$ cat config.mk
export PLATFORM = sky130hd
export DESIGN_NAME = queue_dispatcher
export DESIGN_NICKNAME = d
export VERILOG_FILES = /design/src/rtl/shop_pkg.sv /design/src/rtl/ticket_fifo.sv /design/src/rtl/queue_dispatcher.sv
export SDC_FILE = /design/constraint.sdc
export NUM_CORES = 1
export LEC_CHECK = 0
export ABC_AREA = 0
export CAP_MARGIN = 20
export CORE_UTILIZATION = 30
export CTS_CLUSTER_DIAMETER = 80
export DETAILED_ROUTE_END_ITERATION = 16
export GPL_TIMING_DRIVEN = 0
export SYNTH_ARGS = -nofsm -noshare
export SYNTH_HDL_FRONTEND = slang
export SYNTH_HIERARCHICAL = 1
export SYNTH_SLANG_ARGS = --single-unit
$ cat constraint.sdc
create_clock -name clk -period 3.95 [get_ports clk]
set_input_delay 0.5925 -clock clk [delete_from_list [all_inputs] [get_ports clk]]
set_output_delay 0.5925 -clock clk [all_outputs]
set_load 0.02 [all_outputs]
$ cat src/rtl/shop_pkg.sv
// Shared types and constants for the shop queue scheduler and its service counters.
package shop_pkg;

  localparam int NUM_W_DEF    = 4;
  localparam int TIME_W_DEF   = 4;
  localparam int TICKET_FIRST = 1;

  // One waiting customer as stored in the queue at default widths.
  typedef struct packed {
    logic [NUM_W_DEF-1:0]  num;
    logic [TIME_W_DEF-1:0] svcTime;
  } cust_t;

endpackage

$ cat src/rtl/ticket_fifo.sv
// Synchronous FIFO holding waiting customers; count/full/empty come from registered state only.
module ticket_fifo
  import shop_pkg::*;
#(
  parameter int WIDTH  = $bits(cust_t),
  parameter int DEPTH  = 8,
  parameter int ADDR_W = 3
) (
  input  logic              clk,
  input  logic              rst_n,
  input  logic              push_i,
  input  logic [WIDTH-1:0]  wdata_i,
  input  logic              pop_i,
  output logic [WIDTH-1:0]  rdata_o,
  output logic [ADDR_W:0]   count_o,
  output logic              full_o,
  output logic              empty_o
);

  logic [WIDTH-1:0]  mem_q [DEPTH];
  logic [ADDR_W-1:0] wrPtr_q, wrPtr_d;
  logic [ADDR_W-1:0] rdPtr_q, rdPtr_d;
  logic [ADDR_W:0]   count_q, count_d;
  logic              doPush, doPop;

  assign full_o  = (count_q == (ADDR_W+1)'(DEPTH));
  assign empty_o = (count_q == '0);
  assign count_o = count_q;
  assign rdata_o = mem_q[rdPtr_q];

  // A push while full is dropped even if a pop frees a slot on the same edge.
  assign doPush = push_i & ~full_o;
  assign doPop  = pop_i & ~empty_o;

  always_comb begin
    wrPtr_d = wrPtr_q;
    rdPtr_d = rdPtr_q;
    count_d = count_q;
    if (doPush) wrPtr_d = wrPtr_q + 1'b1;
    if (doPop)  rdPtr_d = rdPtr_q + 1'b1;
    case ({doPush, doPop})
      2'b10:   count_d = count_q + 1'b1;
      2'b01:   count_d = count_q - 1'b1;
      default: count_d = count_q;
    endcase
  end

  always_ff @(posedge clk or negedge rst_n) begin
    if (!rst_n) begin
      wrPtr_q <= '0;
      rdPtr_q <= '0;
      count_q <= '0;
    end else begin
      wrPtr_q <= wrPtr_d;
      rdPtr_q <= rdPtr_d;
      count_q <= count_d;
    end
  end

  always_ff @(posedge clk) begin
    if (doPush) mem_q[wrPtr_q] <= wdata_i;
  end

endmodule

$ cat src/rtl/queue_dispatcher.sv
// Issues tickets to arriving customers, queues them, and hands the queue head to the
// next free service counter in round-robin order via a registered one-hot load pulse.
module queue_dispatcher
  import shop_pkg::*;
#(
  parameter int NUM_W  = NUM_W_DEF,
  parameter int TIME_W = TIME_W_DEF,
  parameter int N_CTR  = 2,
  parameter int DEPTH  = 8,
  parameter int ADDR_W = 3
) (
  input  logic              clk,
  input  logic              rst_n,
  input  logic              open,
  input  logic              arr_valid,
  input  logic [TIME_W-1:0] arr_time,
  output logic              arr_ready,
  output logic [NUM_W-1:0]  issued_num,
  input  logic [N_CTR-1:0]  ctr_busy,
  output logic [N_CTR-1:0]  ctr_ld,
  output logic [NUM_W-1:0]  ctr_num,
  output logic [TIME_W-1:0] ctr_time,
  output logic [ADDR_W:0]   wait_cnt,
  output logic              empty
);

  localparam int PTR_W = (N_CTR > 1) ? $clog2(N_CTR) : 1;

  typedef struct packed {
    logic [NUM_W-1:0]  num;
    logic [TIME_W-1:0] svcTime;
  } entry_t;

  logic [NUM_W-1:0]  ticket_q, ticket_d;
  logic [NUM_W-1:0]  issued_q, issued_d;
  logic [N_CTR-1:0]  ld_q, ld_d;
  logic [NUM_W-1:0]  num_q, num_d;
  logic [TIME_W-1:0] time_q, time_d;
  logic [N_CTR-1:0]  reserved_q, reserved_d;
  logic [PTR_W-1:0]  rrPtr_q, rrPtr_d;

  entry_t            pushEntry, headEntry;
  logic              fifoFull, fifoEmpty;
  logic              accept, dispatch;
  logic [N_CTR-1:0]  free, grantOneHot;
  logic              grantValid;
  logic [PTR_W-1:0]  grantIdx, scanIdx;
  int                scanInt;

  assign arr_ready = ~fifoFull;
  assign accept    = arr_valid & ~fifoFull;
  assign pushEntry = '{num: ticket_q, svcTime: arr_time};

  ticket_fifo #(
    .WIDTH  ($bits(entry_t)),
    .DEPTH  (DEPTH),
    .ADDR_W (ADDR_W)
  ) u_fifo (
    .clk     (clk),
    .rst_n   (rst_n),
    .push_i  (accept),
    .wdata_i (pushEntry),
    .pop_i   (dispatch),
    .rdata_o (headEntry),
    .count_o (wait_cnt),
    .full_o  (fifoFull),
    .empty_o (fifoEmpty)
  );

  assign empty = fifoEmpty;

  // A counter just granted stays reserved until its busy flag is seen, bridging the load latency.
  assign free = ~ctr_busy & ~reserved_q;

  always_comb begin
    grantValid = 1'b0;
    grantIdx   = '0;
    scanInt    = 0;
    scanIdx    = '0;
    for (int k = 0; k < N_CTR; k++) begin
      scanInt = (int'(rrPtr_q) + k) % N_CTR;
      scanIdx = PTR_W'(scanInt);
      if (!grantValid && free[scanIdx]) begin
        grantValid = 1'b1;
        grantIdx   = scanIdx;
      end
    end
  end

  assign dispatch    = open & ~fifoEmpty & grantValid;
  assign grantOneHot = N_CTR'(1) << grantIdx;

  always_comb begin
    ticket_d   = ticket_q;
    issued_d   = issued_q;
    ld_d       = '0;
    num_d      = num_q;
    time_d     = time_q;
    rrPtr_d    = rrPtr_q;
    reserved_d = reserved_q & ~ctr_busy;
    // Ticket 0 means idle on the counter side, so the generator skips it on wrap.
    if (accept) begin
      issued_d = ticket_q;
      ticket_d = (ticket_q == {NUM_W{1'b1}}) ? NUM_W'(TICKET_FIRST) : ticket_q + 1'b1;
    end
    if (dispatch) begin
      ld_d       = grantOneHot;
      num_d      = headEntry.num;
      time_d     = headEntry.svcTime;
      reserved_d = reserved_d | grantOneHot;
      rrPtr_d    = (grantIdx == PTR_W'(N_CTR-1)) ? '0 : grantIdx + 1'b1;
    end
  end

  always_ff @(posedge clk or negedge rst_n) begin
    if (!rst_n) begin
      ticket_q   <= NUM_W'(TICKET_FIRST);
      issued_q   <= '0;
      ld_q       <= '0;
      num_q      <= '0;
      time_q     <= '0;
      reserved_q <= '0;
      rrPtr_q    <= '0;
    end else begin
      ticket_q   <= ticket_d;
      issued_q   <= issued_d;
      ld_q       <= ld_d;
      num_q      <= num_d;
      time_q     <= time_d;
      reserved_q <= reserved_d;
      rrPtr_q    <= rrPtr_d;
    end
  end

  assign issued_num = issued_q;
  assign ctr_ld     = ld_q;
  assign ctr_num    = num_q;
  assign ctr_time   = time_q;

endmodule

After elaboration in Yosys (flattened, before gate mapping)

Memory sizes are Yosys's and may differ from the RTL's. A register that Yosys moved wholly into a read port is not among the register bits.
Cells that the tools add are included.

Register bits: 23
RAM bits: 64
Input bits: 10
Output and inout bits: 20
Memories kept: 1

Memories:

| memory       | words | width | read ports | clocked after memory_dff | write ports | RTL line          | text |
|---|---|---|---|---|---|---|---|
| u_fifo.mem_q | 8     | 8     | 1          | 1                        | 1           | ticket_fifo.sv:20 | `logic [WIDTH-1:0] mem_q [DEPTH];` |

Add/sub/neg operators: 7
Order comparisons: 2
Equality and inequality tests: 4
Shift operators: 1
Muxes and demuxes: 15
Bitwise logic cells: 12
Reductions and logical operators: 5

Operators by type and width:

| kind                | count |
|---|---|
| $mux 1              | 11 |
| $add 4x1->4 const B | 2 |
| $eq 4x4->1 const B  | 2 |
| $pmux 4 s2          | 1 |
| $add 3x1->3 const B | 2 |
| $and 1x1->1         | 5 |
| $and 2x2->2         | 2 |
| $logic_not 4->1     | 1 |
| $lt 1x2->1 const B  | 2 |
| $mux 2              | 2 |
| $mux 4              | 1 |
| $not 2->2           | 2 |
| $sub 4x1->4 const B | 1 |
| $add 1x1->1 const B | 2 |
| $eq 2x1->1 const B  | 1 |
| $eq 2x2->1 const B  | 1 |
| $logic_not 1->1     | 2 |
| $not 1->1           | 2 |
| $or 2x2->2          | 1 |
| $reduce_bool 2->1   | 1 |
| $shl 1x1->2 const A | 1 |
| $logic_and 1x1->1   | 1 |

Longest topological paths before layout

Gate-level depths: netlist of the first run.

Depth in word-level cells: 12
Depth in mapped cells: 12
Depth with buffers taken out: 11

By module

Netlist of the first run, hierarchy kept.

By module, submodules not included:

| module           | instances | cells each | area each (sq um) |
|---|---|---|---|
| ticket_fifo      | 1         | 160        | 3124.2 |
| queue_dispatcher | 1         | 63         | 922.1 |

Worst setup path after synthesis of the first run

Ideal clock, no wire load.

Path kind: register -> register
Start point: register u_fifo.count_q[2], in the netlist u_fifo/count_o[2]
End point: register u_fifo.count_q[3], in the netlist u_fifo/count_o[3]
Data arrival time: 3625 ps
Required time: 3816 ps
Slack: 192 ps
Cell stages (with the launch flop): 13
Buffers on the path: 1
Period minus slack after synthesis: 3758 ps
Cells stage by stage: dfrtp_1 > nor4_1 > nand2b_4 > o21bai_4 > buf_12 > inv_1 > o41ai_1 > inv_1 > ha_1 > ha_1 > or4b_2 > o311ai_0 > o211ai_1

Cells in the longest elaborated chain, start to end: 7
Elaborated cells on any way between the ends: 15
Classes of those cells: 2 x add/sub; 3 x eq/ne; 1 x mux; 7 x bitwise; 2 x reduce/logical

Ends and longest elaborated chain:

| what                                            | RTL line               | text |
|---|---|---|
| from (decl)                                     | ticket_fifo.sv:23      | `logic [ADDR_W:0] count_q, count_d;` |
| from (signal assigned)                          | ticket_fifo.sv:56      | `count_q <= count_d;` |
| $logic_not 4->1 (*)                             | ticket_fifo.sv:27      | `assign empty_o = (count_q == '0);` |
| net empty                                       | queue_dispatcher.sv:24 | `output logic empty` |
| $not 1->1 (*)                                   | queue_dispatcher.sv:90 | `assign dispatch = open & ~fifoEmpty & grantValid;` |
| $and 1x1->1 (*) (2 in a row)                    | queue_dispatcher.sv:90 |  |
| net dispatch                                    | queue_dispatcher.sv:44 | `logic accept, dispatch;` |
| $and 1x1->1 (*)                                 | ticket_fifo.sv:33      | `assign doPop = pop_i & ~empty_o;` |
| net u_fifo.doPop                                | ticket_fifo.sv:24      | `logic doPush, doPop;` |
| $eq 2x1->1 or $eq 2x2->1 (tied branches)        | ticket_fifo.sv:41      | `case ({doPush, doPop})` |
| $pmux 4 s2 or $reduce_bool 2->1 (tied branches) | --                     |  |

The timed path passes the listed nets; every way through them passes the cells marked *.
A chain may end at the register's enable or synchronous reset.

Worst setup path in the final report of the first run

Start point: register u_fifo.count_q[2], in the netlist u_fifo/count_o[2]
End point: register u_fifo.count_q[3], in the netlist u_fifo/count_o[3]

Cells in the longest elaborated chain, start to end: 7
Elaborated cells on any way between the ends: 15
Classes of those cells: 2 x add/sub; 3 x eq/ne; 1 x mux; 7 x bitwise; 2 x reduce/logical

Ends and longest elaborated chain:

| what                                            | RTL line |
|---|---|
| $logic_not 4->1 (*)                             | ticket_fifo.sv:27 |
| $not 1->1 (*)                                   | queue_dispatcher.sv:90 |
| $and 1x1->1 (*) (2 in a row)                    | queue_dispatcher.sv:90 |
| net dispatch                                    | queue_dispatcher.sv:44 |
| $and 1x1->1 (*)                                 | ticket_fifo.sv:33 |
| net u_fifo.doPop                                | ticket_fifo.sv:24 |
| $eq 2x1->1 or $eq 2x2->1 (tied branches)        | ticket_fifo.sv:41 |
| $pmux 4 s2 or $reduce_bool 2->1 (tied branches) | -- |

Marked as above.

==> results of run 1 <==
cells by family (layout without fill, tap and decap cells):
family / Yosys count / count (layout)
compound gates: 18 / 18
xor+xnor: 7 / 7
fa+ha+maj: 7 / 7
buf+inv: 19 / 66
flops: 95 / 95
mux: 39 / 39
simple gates: 38 / 38
path summary, 6_finish.rpt:
path | end | start | slack [ns] | cells after the start
hold / removal | ctr_ld[0] | rst_n | 0.31 | 1
hold reg to reg | issued_num[0] | issued_num[0] | 0.51 | 1
max in group asynchronous | issued_num[3] | rst_n | 3.19 | 1
min in group clk | issued_num[0] | issued_num[0] | 0.51 | 1
setup / recovery | u_fifo/count_o[3] | u_fifo/count_o[2] | 0.50 | 12
setup reg to reg | u_fifo/count_o[3] | u_fifo/count_o[2] | 0.50 | 12
synth_stat cells (all sizes together), types with 2 or more instances:
master   n
a21o     2
a21oi    3
buf      8
dfrtp   30
edfxtp  64
ha       6
inv     11
mux2    22
mux4    16
nand2    8
nand2b   3
nand3    6
nand3b   2
nor2     9
nor3     2
nor3b    3
o21ai    4
or4b     2
xnor2    6
worst max-delay path, stage by stage (launching register included):
cell	delay (ns)
dfrtp_1	0.45
nor4_1	0.38
nand2b_4	0.22
o21bai_4	0.16
buf_12	0.17
inv_1	0.05
o41ai_1	0.11
inv_1	0.19
ha_1	0.32
ha_1	0.38
or4b_2	0.64
o311ai_0	0.12
o211ai_1	0.13
power breakdown:
group	switching (W)	total (W)	leakage (nW)	internal, W
Combinational	0.000607	0.00130	0.685	0.000691
Sequential	0.000210	0.00160	0.954	0.00139
Clock	0.000350	0.000868	0.157	0.000518
metrics by stage:
stage | total power (W) | setup WS (ns) | cell area, um^2
after global routing | 0.00397 | 0.207 | 4870
final | 0.00376 | 0.502 | 4870
after CTS | 0.00381 | 0.459 | 4870
after floorplan | 0.00247 | 0.192 | 4050
after detailed placement | 0.00293 | 0.139 | 4560
after global placement | 0.00289 | 0.192 | 4560
registers in the layout (all words and copies together), names as in the netlist:
| signal | flops |
|---|---|
| reserved_q | 2 |
| issued_num | 4 |
| rrPtr_q | 1 |
| u_fifo/rdPtr_q | 3 |
| u_fifo/wrPtr_q | 3 |
| ctr_num | 4 |
| u_fifo/mem_q | 64 |
| u_fifo/count_o | 4 |
| ctr_time | 4 |
| ticket_q | 4 |
| ctr_ld | 2 |
routing by layer:
layer | vias to the layer above | wire, um
li1 | 953 | -
met1 | 1001 | 3110
met2 | 42 | 3430
met3 | 13 | 313
met4 | 0 | 138
met5 | - | 0
layout make-up:
class                   instances  area share (%)
plain buffers                   8            1.52
clock buffers                  12            5.93
clock inverters                 4           0.437
inverters                      11           0.847
multi-input cells             109            25.3
flip-flops and latches         95            55.4
well taps                     176            4.52
repair buffers                 31            6.06
==> impl_results.md, run 1 <==
- Cells resized by post-CTS repair: 0
- Simple-Gate Fraction of Synth Area: 5.44%
- Initial drt markers: 99
- Final Max Slew Viols: 0
- Die W: 118 um
- I/O pins: 30
- DRT Pass-1 Iters: 4
- Number of port buffers: 29
- Remaining Overflow, GRT: 0
- CTS tree: yes
- Routed WL: 6990 um
- Die height: 118 um
- DR DRC count: 0
- Skew-Pair Late Insertion Delay: 0.33 ns
- Max-Cap Viols: 0
- CTS H-tree depth: 3
- Synth area leaders: edfxtp_1 (47%), dfrtp_1 (19%), mux4_1 (10%), mux2_2 (4.5%), mux2_4 (2.2%)
- First-pass GRT wire length: 10800 um
- Met2 usage: 17.2%
- Main combinational cell family by area after synthesis: multiplexers
- RePlAce Congestion: 0.662
- ANT cells: 0
- CTS root buf: clkbuf_16
- Fill cells: 1199
- Most frequent cells in the layout: edfxtp_1 (64), dfrtp_1 (30), clkdlybuf4s50_1 (28)
- Unrepaired setup endpoints after global routing: no
- CTS Sinks: 95
- Compound-Gate Fraction of Synth Area: 3.83%
- Area leader, netlist: edfxtp_1
- Synth Register Bits: 95
- CTS buffer count: 9
- Initial Utilization: 30.7%
- Slew headroom: 36.4%
- EDFF count, synth: 64
- Final setup fails: 0
- Clock tree buffer depth: 2
- Most common cell after layout, fill and taps aside: edfxtp_1
- Worst Hold Class: in -> async
- Core area: 13200 um^2
- Via count: 2009
- Final setup TNS: 0 ns
- Worst setup SP type: flip-flop
- Post-Synth XOR/XNOR Area: 1.52%
- Leakage: 1.80 nW
- Cell variety after synth: 44
- Crit share post-route: 87.3%
- Die area: 14000 um^2
- Site row count: 42
- Status: completed
- Vias in the first global route: 2050
- Fmax: 290 MHz
- Critical Path RT: 4.16 ns
- Post-CTS Hold Buffers: 0
- Post-synth design cell area: 4050 um^2
- Fin Hold WS: 0.306 ns
- Multi-input gate area: 1230 um^2
- Data arrival time of the critical path: 3.66 ns
- Cell total after placement: 430
- Final core occ: 36.9%
- Register area share after synthesis: 66.7%
- Final hold viol count: 0
- Most used routing layer: met2
- Met3 Use GR: 3.14%
- Post-Synth Adder-Cell Area: 2.35%
- Share of cells above drive strength 1: 20.4%
- Pwr Density: 772 nW/um^2
- GRT Total Usage: 10.5%
- Syn Inst Count: 223
- Initial antenna violation count: 0
- Mapped Nets: 240
- Nets: 282
- Yosys top cell area share: 47.5%
- Setup repair bufs after CTS: 0
- Crit Path Category: reg -> reg
- Final min period: 3.45 ns
- Worst VDD drop: 0.259 mV
- Clock skew: 0.00527 ns
- Finished Layout Cells: 446
- FFs w/ async S/R, synth: 32.6%
- Average size of a mapped cell: 18.1 um^2
- Mux contribution to synthesized area: 17.3%
- Post-synth top flop: edfxtp_1
- Clk slew on worst S/H paths: 0.06 ns
- Yosys warning count: 6
- Detailed placement HPWL: 4630 um
- Antenna Violating Nets Remaining: 0
- Met1 GRT Util: 12.6%
- FF/Latch Area: 2700 um^2
- Pin count of the biggest net entering global routing: 32
- Post-DR vias/cell: 4.50
- WL per Instance: 15.7 um
- Setup crit end kind: flip-flop
- Synthesis-to-layout area growth: 20.4%
- Crit-path max FO: 10
- Slew @ Worst Pin: 0.950 ns
No activity file was read; power rests on OpenSTA's default activity.
==> run 2, diff against run 1 <==
--- a/config.mk
+++ b/config.mk
@@ -7,7 +7,7 @@
 export LEC_CHECK = 0
 export ABC_AREA = 0
 export CAP_MARGIN = 20
-export CORE_UTILIZATION = 30
+export CORE_UTILIZATION = 25
 export CTS_CLUSTER_DIAMETER = 80
 export DETAILED_ROUTE_END_ITERATION = 16
 export GPL_TIMING_DRIVEN = 0
==> impl_results.md, run 2 (same netlist as run 1, synthesis figures left out) <==
- Status: completed
- Fill cells: 1541 (+29%)
- CTS Sinks: 95 (unchanged)
- Final Max Slew Viols: 0 (unchanged)
- Worst Hold Class: in -> async
- Die area: 16700 um^2 (+20%)
- Slew headroom: 37.4% (+0.90 points)
- Setup repair bufs after CTS: 0 (unchanged)
- R2r startpoint: u_fifo/count_o[2]
- Setup crit end kind: flip-flop
- Design Area, Final: 4920 um^2 (+0.92%)
- Setup WS pre-CTS: 0.167 ns (+0.0279 ns)
- Initial antenna violation count: 0 (unchanged)
- Pin count of the biggest net entering global routing: 32 (unchanged)
- DR DRC count: 0 (unchanged)
- Cell total after placement: 470 (+9.3%)
- Final setup fails: 0 (unchanged)
- Internal reg-to-reg setup slack: 0.48 ns (-0.02 ns)
- Vias in the first global route: 2005 (-2.2%)
- Max-Cap Viols: 0 (unchanged)
- Crit-path max FO: 10 (unchanged)
- Remaining Overflow, GRT: 0 (unchanged)
- Worst setup SP type: flip-flop
- Cell Area, Placed: 4610 um^2 (+1.1%)
- Skew-Pair Late Insertion Delay: 0.34 ns (about the same)
- Clock skew: 0.0106 ns (+0.00532 ns)
- Share of cells above drive strength 1: 20.0% (-0.37 points)
- I/O pins: 30 (unchanged)
- Clock tree buffer depth: 2 (unchanged)
- Final hold viol count: 0 (unchanged)
- Crit-path cells: nor4_1 > nand2b_4 > o21bai_4 > buf_12 > inv_1 > o41ai_1 > inv_1 > ha_1 > ha_1 > or4b_2 > o311ai_0 > o211ai_1
- Leakage: 1.79 nW (-0.37%)
- GRT Total Usage: 9.43% (-1.1 points)
- Die height: 129 um (+9.4%)
- Initial drt markers: 110 (+11%)
- Finished Layout Cells: 486 (+9.0%)
- Slew @ Worst Pin: 0.933 ns (-0.0172 ns)
- CP peak stage delay: 0.65 ns (about the same)
- First-pass GRT wire length: 11200 um (+3.6%)
- Clk slew on worst S/H paths: 0.07 ns (about the same)
- Initial Utilization: 25.6% (-5.1 points)
- FF/Latch Area: 2700 um^2 (unchanged)
- Setup ws final: 0.477 ns (-0.0241 ns)
- Crit share post-route: 87.9% (+0.61 points)
- CP bufs+invs: 3 (unchanged)
- Pwr Density: 765 nW/um^2 (-0.95%)
- Synthesis-to-layout area growth: 21.5%
- CTS tree: yes
- Nets: 282 (unchanged)
- Data arrival time of the critical path: 3.68 ns (+0.02 ns)
- Unrepaired setup endpoints after global routing: no
- Cells resized by post-CTS repair: 0 (unchanged)
- Via count: 2040 (+1.5%)
- Worst Setup SP: u_fifo/count_o[2]
- Critical Path RT: 4.16 ns (about the same)
- ANT cells: 0 (unchanged)
- Slowest stage cell on the critical path: or4b_2
- CTS H-tree depth: 3 (unchanged)
- Final setup TNS: 0 ns (unchanged)
- Site row count: 46 (+9.5%)
- Crit Path Category: reg -> reg
- Number of port buffers: 29 (unchanged)
- Post-DR vias/cell: 4.20 (-6.8%)
- Most frequent cells in the layout: edfxtp_1 (64), dfrtp_1 (30), clkdlybuf4s50_1 (28)
- DRT Pass-1 Iters: 4 (unchanged)
- Core area: 15800 um^2 (+20%)
- CTS root buf: clkbuf_16
- Final core occ: 31.1% (-5.9 points)
- Max reg flops: 64 (unchanged)
- Die W: 129 um (+9.4%)
- RePlAce Congestion: 0.648 (-2.1%)
- Routed WL: 7130 um (+2.1%)
- Post-CTS Hold Buffers: 0 (unchanged)
- Fmax: 288 MHz (-0.69%)
- Antenna Violating Nets Remaining: 0 (unchanged)
- Final min period: 3.47 ns (+0.0241 ns)
- Largest Register: u_fifo/mem_q
- Family with the most delay on the worst path: simple AND/OR/NAND/NOR gates
- Worst VDD drop: 0.332 mV (+28%)
- WL per Instance: 14.7 um (-6.3%)
- Multi-input gate area: 1230 um^2 (unchanged)
- Most common cell after layout, fill and taps aside: edfxtp_1
- Detailed placement HPWL: 4880 um (+5.3%)
- CTS buffer count: 9 (unchanged)
==> run 2: where the power goes <==
part	total, W	switching, W	internal (W)
combinational	0.00130	0.000609	0.000692
sequential	0.00160	0.000215	0.00139
clock	0.000858	0.000352	0.000506
==> run 2: worst paths after layout <==
check,to,depth (start not counted)
worst max-delay path,u_fifo/count_o[3],12
worst min-delay path,issued_num[0],1
worst max register to register,u_fifo/count_o[3],12
worst min register to register,issued_num[3],1
max in group asynchronous,ctr_num[1],1
min in group clk,issued_num[3],1
==> run 2: worst register-to-register path, delay by kind of cell, from the launching register on <==
kind / cells / cell delay (ns)
AO/OA/AOI/OAI: 4 / 0.53
adder cells (fa/ha/maj): 2 / 0.69
AND/OR/NAND/NOR: 3 / 1.28
buffers and inverters: 3 / 0.41
flip-flops: 1 / 0.45
==> run 2: metal layers <==
| layer | track usage (%) | vias to the layer above | part of all wire (%) |
|---|---|---|---|
| met5 | 0 | - | 0 |
| met4 | 2.91 | 0 | 1.0 |
| met3 | 3.51 | 9 | 4.7 |
| met2 | 14.8 | 44 | 49 |
| met1 | 12.1 | 1028 | 46 |
| li1 | - | 959 | - |
==> run 2: final cells by class <==
cell class	count	area share, %
flip-flops and latches	95	54.9
clock inverters	3	0.458
clock buffers	13	5.75
multi-input cells	109	25.1
well taps	216	5.50
inverters	11	0.840
plain buffers	8	1.50
repair buffers	31	6.01
==> run 2: through the flow <==
stage               hold WS [ns]  total power, W
finish                     0.311         0.00376
detailed placement         0.499         0.00294
floorplan                  0.297         0.00247
global placement           0.496         0.00288
CTS                        0.331         0.00382
global route               0.374         0.00399
